<file path="config.mk">
export PLATFORM = sky130hd
export DESIGN_NAME = instruction_decode_buffer_flat
export DESIGN_NICKNAME = d
export VERILOG_FILES = /design/src/rtl/instruction_decode_buffer_if.sv /design/src/rtl/instruction_decode_buffer.sv /design/src/flat_wrapper.sv
export SDC_FILE = /design/constraint.sdc
export NUM_CORES = 1
export LEC_CHECK = 0
export BUFFER_PORTS_ARGS = -buffer_cell sky130_fd_sc_hd__buf_2
export CELL_PAD_IN_SITES_DETAIL_PLACEMENT = 1
export CELL_PAD_IN_SITES_GLOBAL_PLACEMENT = 2
export CORE_ASPECT_RATIO = 2
export CORE_MARGIN = 10
export CORE_UTILIZATION = 25
export DETAILED_ROUTE_END_ITERATION = 10
export PLACE_DENSITY = 0.64
export REMOVE_ABC_BUFFERS = 1
export SYNTH_ARGS = -nofsm -noshare
export SYNTH_HDL_FRONTEND = slang
export SYNTH_SLANG_ARGS = --single-unit
</file>
<file path="constraint.sdc">
create_clock -name clock -period 2.5 [get_ports clock]
set_clock_uncertainty 0.2 [all_clocks]
set_input_delay 0.25 -clock clock [delete_from_list [all_inputs] [get_ports clock]]
set_output_delay 0.25 -clock clock [all_outputs]
set_load 0.005 [all_outputs]
</file>
<file path="src/rtl/instruction_decode_buffer_if.sv">
// instruction_decode_buffer_if: fetch-side and execute-side handshake bundle for the decode buffer
interface instruction_decode_buffer_if #(
  parameter int DATA_SIZE = 64
);
  logic                 in_valid;
  logic                 in_ready;
  logic [31:0]          in_inst;
  logic [DATA_SIZE-1:0] in_pc;
  logic                 out_valid;
  logic                 out_ready;
  logic [6:0]           out_opcode;
  logic [4:0]           out_rd;
  logic [4:0]           out_rs1;
  logic [4:0]           out_rs2;
  logic [2:0]           out_funct3;
  logic [6:0]           out_funct7;
  logic [DATA_SIZE-1:0] out_imm;
  logic [DATA_SIZE-1:0] out_pc;
  logic                 out_illegal;
  modport master (
    output in_valid, in_inst, in_pc, out_ready,
    input  in_ready, out_valid, out_opcode, out_rd, out_rs1, out_rs2,
           out_funct3, out_funct7, out_imm, out_pc, out_illegal
  );
  modport slave (
    input  in_valid, in_inst, in_pc, out_ready,
    output in_ready, out_valid, out_opcode, out_rd, out_rs1, out_rs2,
           out_funct3, out_funct7, out_imm, out_pc, out_illegal
  );
endinterface

</file>
<file path="src/rtl/instruction_decode_buffer.sv">
// instruction_decode_buffer: decodes RV32I/RV64I words and holds them in a 2-entry registered FIFO
module instruction_decode_buffer #(
  parameter bit RV64I     = 1'b1,
  parameter int DATA_SIZE = 64
) (
  input logic                        clock,
  input logic                        reset_n,
  input logic                        flush,
  instruction_decode_buffer_if.slave bus
);
  localparam logic [6:0] OP_R     = 7'h33;
  localparam logic [6:0] OP_RW    = 7'h3B;
  localparam logic [6:0] OP_I     = 7'h13;
  localparam logic [6:0] OP_IW    = 7'h1B;
  localparam logic [6:0] OP_LOAD  = 7'h03;
  localparam logic [6:0] OP_STORE = 7'h23;
  localparam logic [6:0] OP_BR    = 7'h63;
  localparam logic [6:0] OP_LUI   = 7'h37;
  localparam logic [6:0] OP_AUIPC = 7'h17;
  localparam logic [6:0] OP_JAL   = 7'h6F;
  localparam logic [6:0] OP_JALR  = 7'h67;
  localparam logic [6:0] OP_FENCE = 7'h0F;
  localparam logic [6:0] OP_SYS   = 7'h73;

  typedef struct packed {
    logic [31:0]          inst;
    logic [DATA_SIZE-1:0] imm;
    logic [DATA_SIZE-1:0] pc;
    logic                 illegal;
  } entry_t;

  entry_t      mem [2];
  entry_t      head;
  entry_t      fresh;
  logic        wr_ptr;
  logic        rd_ptr;
  logic [1:0]  count;
  logic        push;
  logic        pop;
  logic [31:0] inst;
  logic [6:0]  op;
  logic [6:0]  f7;
  logic [2:0]  f3;
  logic [31:0] imm_i;
  logic [31:0] imm_s;
  logic [31:0] imm_b;
  logic [31:0] imm_u;
  logic [31:0] imm_j;
  logic [31:0] imm32;
  logic        legal;
  logic        hi_zero;
  logic        hi_sra;
  logic        sys_ok;

  assign inst  = bus.in_inst;
  assign op    = inst[6:0];
  assign f3    = inst[14:12];
  assign f7    = inst[31:25];
  assign imm_i = {{20{inst[31]}}, inst[31:20]};
  assign imm_s = {{20{inst[31]}}, inst[31:25], inst[11:7]};
  assign imm_b = {{19{inst[31]}}, inst[31], inst[7], inst[30:25], inst[11:8], 1'b0};
  assign imm_u = {inst[31:12], 12'b0};
  assign imm_j = {{11{inst[31]}}, inst[31], inst[19:12], inst[20], inst[30:21], 1'b0};

  // RV64I shifts have a 6-bit shamt, so only inst[31:26] qualifies the shift kind
  assign hi_zero = RV64I ? inst[31:26] == 6'd0 : inst[31:25] == 7'd0;
  assign hi_sra  = RV64I ? inst[31:26] == 6'b010000 : inst[31:25] == 7'b0100000;
  assign sys_ok  = inst[11:7] == 5'd0 && inst[19:15] == 5'd0 &&
                   (inst[31:20] == 12'h000 || inst[31:20] == 12'h001 ||
                    inst[31:20] == 12'h102 || inst[31:20] == 12'h302);

  // immediate selection and legality by opcode
  always_comb begin
    imm32 = '0;
    legal = 1'b0;
    case (op)
      OP_R:     legal = f7 == 7'h00 || f7 == 7'h01 || (f7 == 7'h20 && (f3 == 3'd0 || f3 == 3'd5));
      OP_RW:    legal = RV64I && ((f3 == 3'd0 || f3 == 3'd5) ? (f7 == 7'h00 || f7 == 7'h20 || f7 == 7'h01) :
                                  f3 == 3'd1 ? f7 == 7'h00 : f3[2] && f7 == 7'h01);
      OP_I: begin
        imm32 = imm_i;
        legal = f3 == 3'd1 ? hi_zero : f3 == 3'd5 ? (hi_zero || hi_sra) : 1'b1;
      end
      OP_IW: begin
        imm32 = RV64I ? imm_i : '0;
        legal = RV64I && (f3 == 3'd0 || (f3 == 3'd1 && f7 == 7'h00) ||
                          (f3 == 3'd5 && (f7 == 7'h00 || f7 == 7'h20)));
      end
      OP_LOAD: begin
        imm32 = imm_i;
        legal = f3 != 3'd7 && (RV64I || (f3 != 3'd3 && f3 != 3'd6));
      end
      OP_STORE: begin
        imm32 = imm_s;
        legal = !f3[2] && (RV64I || f3 != 3'd3);
      end
      OP_BR: begin
        imm32 = imm_b;
        legal = f3[2:1] != 2'b01;
      end
      OP_LUI, OP_AUIPC: begin
        imm32 = imm_u;
        legal = 1'b1;
      end
      OP_JAL: begin
        imm32 = imm_j;
        legal = 1'b1;
      end
      OP_JALR: begin
        imm32 = imm_i;
        legal = f3 == 3'd0;
      end
      OP_FENCE: legal = f3 == 3'd0;
      OP_SYS: begin
        imm32 = imm_i;
        legal = f3 == 3'd4 ? 1'b0 : f3 == 3'd0 ? sys_ok : 1'b1;
      end
      default: legal = 1'b0;
    endcase
  end

  assign fresh = '{inst: inst, imm: DATA_SIZE'(signed'(imm32)), pc: bus.in_pc, illegal: !legal};
  assign push  = bus.in_valid && bus.in_ready;
  assign pop   = bus.out_valid && bus.out_ready;
  assign head  = mem[rd_ptr];

  // FIFO storage and pointers; flush empties the buffer but the offered word still handshakes
  always_ff @(posedge clock or negedge reset_n) begin
    if (!reset_n) begin
      mem[0] <= '0;
      mem[1] <= '0;
      wr_ptr <= 1'b0;
      rd_ptr <= 1'b0;
      count  <= 2'd0;
    end else if (flush) begin
      wr_ptr <= 1'b0;
      rd_ptr <= 1'b0;
      count  <= 2'd0;
    end else begin
      if (push) begin
        mem[wr_ptr] <= fresh;
        wr_ptr      <= !wr_ptr;
      end
      if (pop) rd_ptr <= !rd_ptr;
      count <= count + 2'(push) - 2'(pop);
    end
  end

  assign bus.in_ready    = !count[1];
  assign bus.out_valid   = count != 2'd0;
  assign bus.out_opcode  = head.inst[6:0];
  assign bus.out_rd      = head.inst[11:7];
  assign bus.out_funct3  = head.inst[14:12];
  assign bus.out_rs1     = head.inst[19:15];
  assign bus.out_rs2     = head.inst[24:20];
  assign bus.out_funct7  = head.inst[31:25];
  assign bus.out_imm     = head.imm;
  assign bus.out_pc      = head.pc;
  assign bus.out_illegal = head.illegal;
endmodule
</file>
<file path="src/flat_wrapper.sv">
// flat-port wrapper written by rule: the top's interface ports become plain ports
module instruction_decode_buffer_flat 
#(
  parameter bit RV64I     = 1'b1,
  parameter int DATA_SIZE = 64
)
  (clock, reset_n, flush, bus_in_valid, bus_in_inst, bus_in_pc, bus_out_ready, bus_in_ready, bus_out_valid, bus_out_opcode, bus_out_rd, bus_out_rs1, bus_out_rs2, bus_out_funct3, bus_out_funct7, bus_out_imm, bus_out_pc, bus_out_illegal);
  instruction_decode_buffer_if #(.DATA_SIZE(DATA_SIZE)) bus_i ();
  input logic clock;
  input logic reset_n;
  input logic flush;
  input wire logic [$bits(bus_i.in_valid)-1:0] bus_in_valid;
  input wire logic [$bits(bus_i.in_inst)-1:0] bus_in_inst;
  input wire logic [$bits(bus_i.in_pc)-1:0] bus_in_pc;
  input wire logic [$bits(bus_i.out_ready)-1:0] bus_out_ready;
  output wire logic [$bits(bus_i.in_ready)-1:0] bus_in_ready;
  output wire logic [$bits(bus_i.out_valid)-1:0] bus_out_valid;
  output wire logic [$bits(bus_i.out_opcode)-1:0] bus_out_opcode;
  output wire logic [$bits(bus_i.out_rd)-1:0] bus_out_rd;
  output wire logic [$bits(bus_i.out_rs1)-1:0] bus_out_rs1;
  output wire logic [$bits(bus_i.out_rs2)-1:0] bus_out_rs2;
  output wire logic [$bits(bus_i.out_funct3)-1:0] bus_out_funct3;
  output wire logic [$bits(bus_i.out_funct7)-1:0] bus_out_funct7;
  output wire logic [$bits(bus_i.out_imm)-1:0] bus_out_imm;
  output wire logic [$bits(bus_i.out_pc)-1:0] bus_out_pc;
  output wire logic [$bits(bus_i.out_illegal)-1:0] bus_out_illegal;
  assign bus_i.in_valid = bus_in_valid;
  assign bus_i.in_inst = bus_in_inst;
  assign bus_i.in_pc = bus_in_pc;
  assign bus_i.out_ready = bus_out_ready;
  assign bus_in_ready = bus_i.in_ready;
  assign bus_out_valid = bus_i.out_valid;
  assign bus_out_opcode = bus_i.out_opcode;
  assign bus_out_rd = bus_i.out_rd;
  assign bus_out_rs1 = bus_i.out_rs1;
  assign bus_out_rs2 = bus_i.out_rs2;
  assign bus_out_funct3 = bus_i.out_funct3;
  assign bus_out_funct7 = bus_i.out_funct7;
  assign bus_out_imm = bus_i.out_imm;
  assign bus_out_pc = bus_i.out_pc;
  assign bus_out_illegal = bus_i.out_illegal;
  instruction_decode_buffer #(.RV64I(RV64I), .DATA_SIZE(DATA_SIZE)) u_core (.clock(clock), .reset_n(reset_n), .flush(flush), .bus(bus_i));
endmodule
</file>
# Word-level counts from Yosys, hierarchy flattened

Index checks and enable logic that the tools add are counted.

Register bits after elaboration: 326
Output and inout port bits: 163
Word-level logic and storage cells: 101

Add/sub/neg operators: 2
$lt $le $gt $ge: 3
Equal/unequal tests: 24
Multiplexer cells: 19
Bitwise gates (word level): 3
Reductions and logical operators: 39

Operators with widths:

| kind                                                              | number |
|---|---|
| 161-bit 2-to-1 mux                                                | 4 |
| 322-bit bitwise mux                                               | 1 |
| 161-bit demux with 1-bit select                                   | 1 |
| 32-bit case mux with 5 select lines                               | 1 |
| 7-bit by 6-bit == test with 1-bit output, second input constant   | 5 |
| 7-bit == test, second input constant                              | 4 |
| 7-bit by 5-bit == test with 1-bit output, second input constant   | 3 |
| 12-bit by 1-bit == test with 1-bit output, second input constant  | 1 |
| 12-bit by 10-bit == test with 1-bit output, second input constant | 1 |
| 12-bit by 9-bit == test with 1-bit output, second input constant  | 1 |
| 12-bit zero test                                                  | 1 |
| 1-bit logical OR                                                  | 11 |
| 5-bit zero test                                                   | 2 |
| 1-bit 2-to-1 mux                                                  | 10 |
| 1-bit case mux with 10 select lines                               | 1 |
| 1-bit logical AND                                                 | 9 |
| 7-bit by 1-bit == test with 1-bit output, second input constant   | 1 |
| 7-bit by 2-bit == test with 1-bit output, second input constant   | 1 |
| 7-bit by 4-bit == test with 1-bit output, second input constant   | 1 |
| 7-bit zero test                                                   | 1 |
| 3-bit == test, second input constant                              | 2 |
| 6-bit by 5-bit == test with 1-bit output, second input constant   | 1 |
| 6-bit zero test                                                   | 1 |
| 2-bit nonzero test                                                | 3 |
| 16 further kinds                                                  | 23 |

# Logic depth before layout (Yosys ltp)

Gate-level depths: netlist of run 1.

Depth in word-level cells: 10
Depth in mapped cells: 9
Depth with buffers taken out: 8

# Worst setup path before layout of run 1

No wires, ideal clock.

Path type: register to output
Start: register u_core.rd_ptr
End: output bus_out_imm[32]
Arrival: 1.721 ns
Data required time: 2.050 ns
Slack: 0.329 ns
Cell stages (with the launch flop): 5
Cells stage by stage: dfrtp_1 clkbuf_1 clkbuf_1 mux2_2 buf_4

Longest elaborated chain between the ends: 4

Ends and longest elaborated chain:

| what                                                   | RTL line                         | RTL |
|---|---|---|
| from (decl)                                            | instruction_decode_buffer.sv:36  | `logic rd_ptr;` |
| from (signal assigned)                                 | instruction_decode_buffer.sv:144 | `if (pop) rd_ptr <= !rd_ptr;` |
| 1-bit inverter with 2-bit output (not written as such) | instruction_decode_buffer.sv:125 | `assign head = mem[rd_ptr];` |
| 161-bit 2-to-1 mux (not written as such) (3 in a row)  | instruction_decode_buffer.sv:125 |  |
| to (decl)                                              | flat_wrapper.sv:24               | `output wire logic [$bits(bus_i.out_imm)-1:0] bus_out_imm;` |

Every way passes these cells. The select of a mux whose other input is x is not followed.

# Final worst setup path of run 1

Start: register u_core.rd_ptr
End: output bus_out_imm[17]

Same word-level chain as after synthesis.

==> results of run 1 <==
[metrics by stage]
step / TNS (ns) / worst slack (ns) / utilization / hold slack [ns]
2_1_floorplan: -642.18 / -2.198 / - / -0.2456
3_3_place_gp: 0 / 0.2084 / 0.2958 / 0.1544
3_5_place_dp: 0 / 0.1279 / 0.2958 / 0.1515
4_1_cts: -0.4511 / -0.03882 / 0.3342 / 0.05748
5_1_grt: -0.4126 / -0.03196 / 0.3343 / 0.1364
6_report: 0 / 0.03207 / 0.3343 / 0.08371
[sequential cells by signal, indices dropped and copies added, names as in the netlist]
signal         cells
u_core.count       2
u_core.mem       258
u_core.rd_ptr      1
u_core.wr_ptr      1
[per-layer routing]
layer  up-vias  wire [um]  track usage
li1       4944          -            -
met1      5114      17300       0.1595
met2       211      24430       0.2939
met3        72       2046      0.02656
met4         0       1579      0.05886
met5         -          0            0
[logic make-up after synthesis]
kind of cell,count (synthesis),synth area share
buf+inv,120,0.05155
fa+ha+maj,2,0.002049
flops,262,0.5371
simple gates,701,0.2260
compound gates,122,0.06078
xor+xnor,5,0.003588
mux,129,0.1190
[where the power goes]
group | internal (mW) | switching [mW]
sequential | 6.07 | 0.960
combinational | 3.12 | 3.36
clock | 2.22 | 1.74
[cell type report]
class,count,share of cell area
repair buffers,416,0.1782
multi-input cells,959,0.3133
well taps,638,0.04938
clock inverters,2,0.0007741
inverters,8,0.001858
flip-flops and latches,262,0.4058
clock buffers,43,0.05062
[synth_stat cells, types with 2 or more instances]
master	n	area share
a2111oi_0	2	0.0014
and2_1	3	0.0015
or3_1	3	0.0015
xnor2_1	3	0.0022
and3_1	2	0.0010
buf_1	14	0.0043
nor3_1	3	0.0012
buf_6	4	0.0037
o21ai_0	51	0.021
a21oi_2	12	0.0086
nand3b_1	3	0.0018
or4_1	2	0.0012
nand2_1	624	0.19
o31ai_1	2	0.0012
a21oi_1	30	0.012
buf_2	23	0.0094
nor2b_1	4	0.0020
a21o_1	2	0.0012
nor2_1	38	0.012
a22oi_1	8	0.0049
dfrtp_1	262	0.54
xor2_1	2	0.0014
mux2_2	129	0.12
clkbuf_1	39	0.012
nand3_1	2	0.00082
ha_1	2	0.0020
nand4_1	2	0.0010
buf_4	32	0.020
nor4_1	2	0.0010
inv_1	8	0.0025
nor3b_1	3	0.0018
o21ai_1	2	0.00082
nand2b_1	2	0.0010
[worst max-delay path: stages (launching register included)]
cell,delay [ns]
dfrtp_4,0.59
buf_16,0.29
mux2_2,0.41
buf_2,0.14
[final timing paths]
check                                      from               to  slack (ns)
worst max-delay path              u_core.rd_ptr  bus_out_imm[17]        0.03
worst min-delay path               bus_in_valid    u_core.wr_ptr        0.08
worst max register to register  u_core.count[1]  u_core.mem[241]        0.32
worst min register to register   u_core.mem[12]   u_core.mem[12]        0.27
max in group asynchronous               reset_n   u_core.mem[71]        1.20
min in group asynchronous               reset_n    u_core.rd_ptr        0.11
[repair_timing]
item                                    in CTS  in global routing
setup buffers                                2                  0
hold buffers                                99                  0
endpoints found under the setup margin      96                 35
pin swaps                                    0                  0
hold endpoints to repair                   332                  0
gates resized for setup                      4                  1
==> flow_summary.yaml, run 1 <==
routing:
  drc: 0
  drtIter0Drc: 478
  vias_per_cell: 4.442
  firstDrtPassIters: 4
  drt-wirelength-per-cell_um: 19.48
  drt_wl_total_um: 45360
  vias: 10340
  ant_nets: 0
timing:
  drv_slew: 0
  tightest_slew_ns: 0.7880
  rsz0062_at_grt: "yes"
  fmax_ghz: 0.4052
  hold_viol_final: 0
  fin_crit_ns: 2.468
  fin_crit_sh: 0.9872
  relSlewSlack: 0.4747
  setup_viol: 0
global_routing:
  grt_overflow: 0
  antenna_found_initial: 0
  grt_pass1_wl_um: 70890
  grt_max_degree: 88
  grt_pass1_vias: 11910
  track_usage: 0.1533
cts:
  root_buffer: "clkbuf_16"
  cts_tree: "done"
  htreeDepth: 1
  cts_buffers: 28
  clkLatencyLatePin_ns: 0.55
  clk_pin_slew_ns: 0.06
  cts.sinks: 262
  clockBufferDepth: 3
cells_and_area:
  final_common_cell: "nand2_1"
  drive_gt1_frac: 0.2982
  multiInputGateArea_um2: 5065
  area_growth_pct: 32.41
  final_cells: 2328
  num-fill-cells: 5650
  regArea_um2: 6560
  final_cell_mix: "623 x nand2_1, 262 x buf_2, 261 x dfrtp_1, 126 x mux2_2, 99 x dlygate4sd3_1"
  fin_area_um2: 16160
  diodes: 0
  fin_nets: 1778
hold_path:
  hold_class: "in2reg"
  holdPathStages: 4
pwr:
  peakVddDrop_mv: 0.5435
  p_leak_nw: 8.244
  total_power_mw: 17.47
  powerDensity_nw_per_um2: 1081
synthesis:
  synth_ff_type: "dfrtp_1"
  ys.warnings.count: 0
  synth-seq-area-share: 0.5371
  synthArstFlopShare: 1.000
  netlist_area_um2: 12210
  syn_area_per_cell_um2: 9.104
  synth_seq_cells: 262
  ys_types: 54
  synth-edff-count: 0
  syn_inst: 1341
place:
  dpl_cell_area_um2: 14300
  port_buffers: 263
  gp_congestion: 0.7734
  dp_hpwl_um: 32260
  dp.cells: 2182
floorplanning:
  design.portCount: 264
  dieHeight_um: 332.5
  initial_core_util: 0.2525
  rows: 114
  die_w_um: 176.3
  die-area_um2: 58610
  fp.coreArea_um2: 48350
setup_path:
  path_max_fanout: 40
  worstRegToRegCells: 6
  startpoint_type: "register"
  path_class: "reg2out"
  arrival_ns: 2.02
  end_kind: "output port"
  critPathRequiredTime_ns: 2.05
outcome:
  status: "completed"
job:
  cap_violations: 0
No activity file was read; power rests on OpenSTA's default activity.
==> inputs of run 2 (changes only) <==
- ABC_AREA: not set -> 1
- CELL_PAD_IN_SITES_DETAIL_PLACEMENT: 1 -> not set
- CELL_PAD_IN_SITES_GLOBAL_PLACEMENT: 2 -> not set
- PLACE_DENSITY: 0.64 -> 0.43
==> flow_summary.yaml, run 2 <==
synthesis:
  ys.warnings.count: 0
  synthMuxAreaShare: 0
  synth-edff-count: 0
  ys_types: 32
  synthTopCellsByArea: "dfrtp_1 53%, nand2_1 22%, o21ai_0 9.0%"
  synth_compound_area_frac: 0.1072
  synthXorXnorAreaFrac: 0.001420
  synth_top_area_share: 0.5314
  netlist_area_um2: 12340
  synthArstFlopShare: 1.000
  synth_fa_ha_area_frac: 0.002028
  syn_area_per_cell_um2: 7.668
  synth_ff_type: "dfrtp_1"
  yosys-top-cells-count: "731 x nand2_1, 262 x dfrtp_1, 221 x o21ai_0, 124 x inv_1, 61 x clkbuf_1"
  synth_top_family_by_area: "simple AND/OR/NAND/NOR gates"
  synth_seq_cells: 262
  synth-seq-area-share: 0.5314
  yosysTopAreaCell: "dfrtp_1"
  synth-simple-area-share: 0.2693
  syn_inst: 1609
  synth_most_common_cell: "nand2_1"
hold_path:
  hold_class: "in2async"
global_routing:
  grt_pass1_vias: 11490
  grt_pass1_wl_um: 67520
  track_usage: 0.1437
  antenna_found_initial: 0
  grt_overflow: 0
  grt_max_degree: 80
setup_path:
  rr_endpoint: "u_core.mem[213]"
  r2r-start: "u_core.count[1]"
  arrival_ns: 1.96
  end_kind: "output port"
  path_max_fanout: 33
  path_cells: "buf_16 -> o21ai_2 -> buf_6 -> buf_2"
  startpoint_type: "register"
  cp_slowest_cell: "dfrtp_4"
  max_stage_delay_ns: 0.57
  critPathRequiredTime_ns: 2.05
  path_class: "reg2out"
  rrSetupSlack_ns: 0.51
  startpoint: "u_core.rd_ptr"
  worstRegToRegCells: 6
  crit_end: "bus_out_imm[47]"
cells_and_area:
  diodes: 0
  utilization: 0.3320
  largest_register_ffs: 258
  largest_register: "u_core.mem"
  area_growth_pct: 32.05
  final_cell_mix: "731 x nand2_1, 262 x buf_2, 261 x dfrtp_1, 219 x o21ai_0, 122 x inv_1"
  top_regs: "u_core.mem (258), u_core.count (2)"
  final_common_cell: "nand2_1"
  drive_gt1_frac: 0.1919
  fin_nets: 2019
timing:
  hold_viol_final: 0
  tightest_slew_ns: 0.6630
  fin_crit_sh: 0.9656
  fin_crit_ns: 2.414
  setup_viol: 0
  relSlewSlack: 0.5580
  drv_slew: 0
  fmax_ghz: 0.4142
floorplanning:
  initial_core_util: 0.2515
  rows: 115
  fp.coreArea_um2: 49070
  dieHeight_um: 334.2
  die_w_um: 177.1
  design.portCount: 264
  die-area_um2: 59180
cts:
  htreeDepth: 1
  cts_buffers: 27
  clk_pin_slew_ns: 0.07
  clockBufferDepth: 3
  post_cts.repair.setup_buffers: 0
  clkLatencyLatePin_ns: 0.56
  root_buffer: "clkbuf_16"
  cts_tree: "done"
  cts.sinks: 262
outcome:
  status: "completed"
pwr:
  total_power_mw: 16.42
  p_leak_nw: 8.861
  peakVddDrop_mv: 0.4632
  powerDensity_nw_per_um2: 1008
place:
  dp_hpwl_um: 30370
  port_buffers: 263
  gp_congestion: 0.8099
routing:
  vias_per_cell: 4.367
  drc: 0
  drtIter0Drc: 731
  met2_length_um: 23030
  top_layer: "met4"
  wl_met1_um: 17740
  firstDrtPassIters: 5
  ant_nets: 0
  drt-wirelength-per-cell_um: 17.03
  wl_met3_um: 2239
  drt_wl_total_um: 43880
  vias: 11250
job:
  cap_violations: 0
==> run 2: cell count changes in the layout (fill, tap and decap cells not counted), moves of 12 or more <==
| cell | previous run | this run |
|---|---|---|
| a21oi_1 | 30 | 11 |
| a21oi_2 | 12 | 0 |
| a31oi_1 | 1 | 18 |
| buf_4 | 42 | 20 |
| inv_1 | 8 | 122 |
| mux2_2 | 126 | 0 |
| nand2_1 | 623 | 731 |
| nand3_1 | 2 | 27 |
| nor2_1 | 38 | 50 |
| o21ai_0 | 51 | 219 |
==> run 2: metrics by stage <==
step                instances  cell area [um^2]  hold slack [ns]  setup slack (ns)  setup TNS, ns
floorplan                1486             11720          -0.2456            -3.407        -931.88
global placement         2428             14310          0.06469            0.4022              0
detailed placement       2428             14310          0.06449            0.3995              0
CTS                      2574             16210          0.06204          0.007410              0
global route             2576             16290          0.08555         -0.006557       -0.06830
finish                   2576             16290          0.03631           0.08596              0
==> run 2: layer usage <==
layer,track usage,vias to the layer above
met5,0,-
met3,0.02303,51
met4,0.03771,0
li1,-,5568
met1,0.1664,5306
met2,0.2647,324
==> run 2: timing repair <==
| action | CTS | global route |
|---|---|---|
| cloned | 0 | 2 |
| hold endpoints to repair | 514 | 0 |
| hold buffers | 100 | 0 |
| setup endpoints to repair | 40 | 72 |
| pin swaps | 0 | 0 |
| resized for setup | 6 | 7 |
==> run 2: kinds of logic (layout without fill, tap and decap cells) <==
family                   Yosys count  count (layout)
AO/OA/AOI/OAI                    257             257
XOR/XNOR                           2               2
adder cells (fa/ha/maj)            2               2
buffers and inverters            249             573
flip-flops                       262             262
AND/OR/NAND/NOR                  837             837
==> run 2: worst min path at each step <==
stage / from / to / slack (ns) / cells past startpoint
floorplan: reset_n / u_core.count[0] / -0.25 / 0
global placement: reset_n / u_core.mem[141] / 0.06 / 1
detailed placement: reset_n / u_core.mem[141] / 0.06 / 1
CTS: reset_n / u_core.mem[64] / 0.06 / 2
global route: reset_n / u_core.mem[64] / 0.09 / 2
finish: reset_n / u_core.mem[64] / 0.04 / 2
==> run 2: area by class of cell <==
class / count / area (um^2)
fillers: 5234 / 32770
flip-flops and latches: 262 / 6560
multi-input cells: 1098 / 4706
repair buffers: 401 / 2853
well taps: 643 / 804.5
clock buffers: 41 / 798.3
inverters: 126 / 495.5
clock inverters: 5 / 75.07
==> run 2: critical path: cells and delay by family (launching register included) <==
family / cells / cell delay (ns)
flip-flops: 1 / 0.57
AO/OA/AOI/OAI: 1 / 0.22
buffers and inverters: 3 / 0.57
==> run 2: report_power, final <==
part / switching, mW / internal (mW)
Sequential: 0.878 / 5.92
Combinational: 3.21 / 2.28
Clock: 1.75 / 2.38
